**config.mk**
```make
export PLATFORM = sky130hd
export DESIGN_NAME = unstriping
export DESIGN_NICKNAME = d
export VERILOG_FILES = /design/src/rtl/unstriping_pkg.sv /design/src/rtl/unstriping_lane_fifo.sv /design/src/rtl/unstriping.sv
export SDC_FILE = /design/constraint.sdc
export NUM_CORES = 1
export LEC_CHECK = 0
export BUFFER_PORTS_ARGS = -buffer_cell sky130_fd_sc_hd__buf_2
export CAP_MARGIN = 20
export CORE_AREA = 2 2 211 109
export CTS_CLUSTER_DIAMETER = 120
export CTS_CLUSTER_SIZE = 12
export DETAILED_ROUTE_END_ITERATION = 7
export DIE_AREA = 0 0 213 111
export MAX_ROUTING_LAYER = met4
export PLACE_DENSITY = 0.78
export SETUP_SLACK_MARGIN = 0.05
export SKIP_LAST_GASP = 1
export SLEW_MARGIN = 20
export SYNTH_ARGS = -nofsm -noshare
export SYNTH_HDL_FRONTEND = slang
export SYNTH_SLANG_ARGS = --single-unit
```
**constraint.sdc**
```tcl
create_clock -name clk_2f -period 3.8 [get_ports clk_2f]
set_clock_uncertainty 0.2 [all_clocks]
set_input_delay 0.76 -clock clk_2f [delete_from_list [all_inputs] [get_ports clk_2f]]
set_output_delay 0.76 -clock clk_2f [all_outputs]
set_load 0.05 [all_outputs]
```
**src/rtl/unstriping_pkg.sv**
```systemverilog
// Definitions shared by the unstriping stage and its lane FIFOs.
// The data width default matches the upstream striping stage.
package unstriping_pkg;

    localparam int DATA_WIDTH = 32;

    // Selects which lane supplies the next word of the recombined stream.
    typedef enum logic {
        EXPECT_L0 = 1'b0,
        EXPECT_L1 = 1'b1
    } sel_t;

endpackage

```
**src/rtl/unstriping_lane_fifo.sv**
```systemverilog
// Per-lane skew buffer with a combinational head read.
// A push into a full FIFO is accepted only when a pop frees a slot in the same edge.
module lane_fifo #(
    parameter int WIDTH = 32,
    parameter int DEPTH = 4
) (
    input  logic             clk_2f,
    input  logic             reset,
    input  logic             push,
    input  logic [WIDTH-1:0] wdata,
    input  logic             pop,
    output logic [WIDTH-1:0] rdata,
    output logic             empty,
    output logic             full
);

    localparam int PTR_W = $clog2(DEPTH);

    logic [WIDTH-1:0] mem [DEPTH];
    logic [PTR_W-1:0] rd_ptr;
    logic [PTR_W-1:0] wr_ptr;
    logic [PTR_W:0]   count;
    logic             do_push;
    logic             do_pop;

    assign empty   = (count == '0);
    assign full    = (count == (PTR_W+1)'(DEPTH));
    assign do_pop  = pop && !empty;
    assign do_push = push && (!full || do_pop);
    assign rdata   = mem[rd_ptr];

    always_ff @(posedge clk_2f) begin
        if (do_push && !reset) begin
            mem[wr_ptr] <= wdata;
        end
    end

    // Pointers wrap naturally at DEPTH because DEPTH is a power of two.
    always_ff @(posedge clk_2f) begin
        if (reset) begin
            rd_ptr <= '0;
            wr_ptr <= '0;
            count  <= '0;
        end else begin
            if (do_push) begin
                wr_ptr <= wr_ptr + PTR_W'(1);
            end
            if (do_pop) begin
                rd_ptr <= rd_ptr + PTR_W'(1);
            end
            case ({do_push, do_pop})
                2'b10:   count <= count + (PTR_W+1)'(1);
                2'b01:   count <= count - (PTR_W+1)'(1);
                default: count <= count;
            endcase
        end
    end

endmodule

```
**src/rtl/unstriping.sv**
```systemverilog
// Recombines two striped lanes into one ordered word stream, lane 0 first.
// Each lane has its own FIFO so the lanes may arrive skewed relative to each other.
module unstriping
    import unstriping_pkg::*;
#(
    parameter int WIDTH = DATA_WIDTH,
    parameter int DEPTH = 4
) (
    input  logic             clk_2f,
    input  logic             reset,
    input  logic [WIDTH-1:0] lane_0,
    input  logic             valid_0,
    input  logic [WIDTH-1:0] lane_1,
    input  logic             valid_1,
    output logic [WIDTH-1:0] data_out,
    output logic             valid_out,
    output logic             overflow_err
);

    sel_t             sel;
    sel_t             sel_next;
    logic             pop_0;
    logic             pop_1;
    logic [WIDTH-1:0] rdata_0;
    logic [WIDTH-1:0] rdata_1;
    logic             empty_0;
    logic             empty_1;
    logic             full_0;
    logic             full_1;
    logic             drop_word;

    lane_fifo #(.WIDTH(WIDTH), .DEPTH(DEPTH)) u_fifo_0 (
        .clk_2f (clk_2f),
        .reset  (reset),
        .push   (valid_0),
        .wdata  (lane_0),
        .pop    (pop_0),
        .rdata  (rdata_0),
        .empty  (empty_0),
        .full   (full_0)
    );

    lane_fifo #(.WIDTH(WIDTH), .DEPTH(DEPTH)) u_fifo_1 (
        .clk_2f (clk_2f),
        .reset  (reset),
        .push   (valid_1),
        .wdata  (lane_1),
        .pop    (pop_1),
        .rdata  (rdata_1),
        .empty  (empty_1),
        .full   (full_1)
    );

    // Only the expected lane may be popped; the other lane waits even if it has data.
    always_comb begin
        sel_next = sel;
        pop_0    = 1'b0;
        pop_1    = 1'b0;
        case (sel)
            EXPECT_L0: begin
                if (!empty_0) begin
                    pop_0    = 1'b1;
                    sel_next = EXPECT_L1;
                end
            end
            EXPECT_L1: begin
                if (!empty_1) begin
                    pop_1    = 1'b1;
                    sel_next = EXPECT_L0;
                end
            end
            default: sel_next = EXPECT_L0;
        endcase
    end

    assign drop_word = (valid_0 && full_0 && !pop_0) ||
                       (valid_1 && full_1 && !pop_1);

    always_ff @(posedge clk_2f) begin
        if (reset) begin
            sel          <= EXPECT_L0;
            data_out     <= '0;
            valid_out    <= 1'b0;
            overflow_err <= 1'b0;
        end else begin
            sel       <= sel_next;
            valid_out <= pop_0 || pop_1;
            if (pop_0) begin
                data_out <= rdata_0;
            end else if (pop_1) begin
                data_out <= rdata_1;
            end
            if (drop_word) begin
                overflow_err <= 1'b1;
            end
        end
    end

endmodule

```
==> flow_summary.yaml <==
outcome:
  status: "finished, final reports clean"
hold_path:
  worstHoldPathType: "in2reg"
final_layout:
  fin_area_um2: 13400
  nFillCells: 1558
  drive_gt1_share_pct: 29.0
  area_growth_syn_to_layout_pct: 13.3
  final_nets: 791
  multi_input_area_um2: 2780
  seqCellArea_um2: 8750
synthesis:
  synth_top_flop_cell: "edfxtp_1"
  ys_warn_count: 0
  syn_inst: 608
  synth_edf_count: 256
  ys_seq_area_share_pct: 74.0
  avgSynthCellArea_um2: 19.5
  synth_cell_types: 36
  synth_area_um2: 11800
  synth_top_cells_by_count: "256 x edfxtp_1, 53 x dfxtp_1, 51 x mux4_2"
  yosys.area.top_type: "edfxtp_1"
  synth-seq-cells: 309
  synth_fp_nets: 688
  synth.most_common_cell: "edfxtp_1"
  async_flop_share_pct: 0
  synthTopCellsByArea: "edfxtp_1 65%, mux4_2 9.7%, dfxtp_1 9.0%"
  synth.top_cell.area_share_pct: 65.0
global_route:
  antenna_found_initial: 1
  grt_pass1_wl_um: 39700
  grt_pass1_vias: 6445
  track_usage_pct: 23.7
  grt.overflow.total: 0
  grt_max_degree: 43
sta:
  tightest_slew_ns: 0.988
  rsz0062_at_grt: "false"
  max_freq_mhz: 358
  drv_slew: 0
  relSlewSlack_pct: 34.1
  fin_tns_setup_ns: 0
  finalCritPeriodShare_pct: 73.5
  finalSetupViolations: 0
  hold_slack_ns: 0.224
  min_period_ns: 2.79
  finalHoldViolations: 0
routing:
  routed_wl_um: 26500
  drt_first_pass_iters: 5
  ant_nets: 0
  drtIter0Drc: 740
  routedWlPerCell_um: 25.4
  drc: 0
  vias_per_cell: 6.15
  vias: 6413
setup_path:
  cp.arrival_ns: 3.07
  cp-end-kind: "register"
  critPathMaxFanout: 6
  required_ns: 4.08
  cp-start-kind: "register"
  path_class: "reg2reg"
clocking:
  clk_latency_ns: 0.55
  post_cts_resized: 0
  cts_hold_buffers: 0
  cts_setup_buffers: 0
  htreeDepth: 1
  cts_root_buf: "clkbuf_16"
  cts.sinks: 309
  clk_pin_slew_worst_paths_ns: 0.06
  cts_tree: "yes"
  cts_made_buffers: 29
  clockBufferDepth: 3
job:
  cap_violations: 0
floorplan:
  chipWidth_um: 213
  rows: 39
  initial_utilization_pct: 53.5
  dieArea_um2: 23600
  core-area_um2: 22100
  num_io_pins: 102
  die_h_um: 111
pwr:
  leakagePower_nw: 4.39
  peakVddDrop_v: 0.000301
  power_density_nw_per_um2: 647
placed_design:
  port_buffers: 101
  place_hpwl_um: 16600
  gp_congestion: 0.811
  dpl_cell_area_um2: 12600
-- flip-flops by register name, summed over array words and instances (netlist names), 2 cells and up, named ones only --
signal           flops
u_fifo_0.wr_ptr      2
u_fifo_1.mem       128
u_fifo_0.mem       128
u_fifo_0.rd_ptr      2
data_out            32
u_fifo_0.count       3
u_fifo_1.rd_ptr      2
u_fifo_1.wr_ptr      2
u_fifo_1.count       3
-- routing by layer --
| metal | vias up | share of wire (%) | track usage (%) |
|---|---|---|---|
| met5 | - | 0 | - |
| met3 | 34 | 8.2 | 5.27 |
| met2 | 331 | 47 | 35.6 |
| met1 | 3317 | 43 | 34.3 |
| met4 | 0 | 1.3 | 4.10 |
| li1 | 2731 | - | - |
-- path summary, 6_finish.rpt --
check                    startpoint                  end  slack [ns]  depth (start not counted)
hold / removal           lane_1[27]  u_fifo_1.mem[3][27]        0.22                          1
hold reg to reg        data_out[28]         data_out[28]        0.29                          2
setup / recovery  u_fifo_1.count[0]    u_fifo_1.count[2]        1.01                          8
setup reg to reg  u_fifo_1.count[0]    u_fifo_1.count[2]        1.01                          8
-- layout by cell type (no fill, tap or decap), types with 4 or more instances in the layout --
cell type and count:
a21oi_1 46, a32oi_1 32, and2_2 8, buf_2 101, buf_4 12, clkbuf_1 23, clkbuf_16 29, dfxtp_1 48
dfxtp_2 5, edfxtp_1 256, ha_1 10, inv_1 14, mux4_1 13, mux4_2 51, nand3_1 5, nor2_1 12
o211ai_1 32, o21ai_0 8, or3_1 4, xor2_1 4
-- critical path, stage by stage, from the launching register on --
cell and delay, ns:
dfxtp_1 0.39, or4b_2 0.73, nand2_1 0.10, ha_1 0.18
inv_1 0.07, fa_1 0.43, xor2_1 0.17, or3_1 0.32
a21oi_1 0.14
-- cell type report --
cell class	count	area share [%]
Clock inverter	2	0.103
Inverter	16	0.448
Timing Repair Buffer	113	4.45
Multi-Input combinational cell	242	20.7
Tap cell	307	2.87
Antenna cell	1	0.0187
Clock buffer	52	6.06
Sequential cell	309	65.3
-- logic make-up after synthesis --
group	after synthesis	synth area share [%]
AOI/OAI and AO/OA	121	7.00
xor gates and xnor gates	5	0.370
adders and majority gates	12	1.40
buffers and inverters	57	2.72
DFF	309	74.0
muxes	64	12.6
and+or+nand+nor	40	1.96
-- where the power goes --
group	switching (mW)	internal (mW)	total, mW
registers	0.225	3.91	4.13
logic	1.22	0.717	1.94
clock network	1.16	1.43	2.60
total	2.61	6.06	8.67
-- metrics by stage --
| step | util (%) | power, mW | std cells | worst slack, ns |
|---|---|---|---|---|
| finish | 60.6 | 8.67 | 1042 | 1.01 |
| detailed placement | 56.9 | 6.12 | 987 | 0.918 |
| global route | 60.6 | 9.01 | 1042 | 0.913 |
| floorplan | - | 5.60 | 608 | 1.17 |
| global placement | 56.9 | 6.04 | 987 | 1.02 |
| CTS | 60.6 | 8.69 | 1041 | 1.03 |
Note: power is estimated with default switching activity, not from simulation.
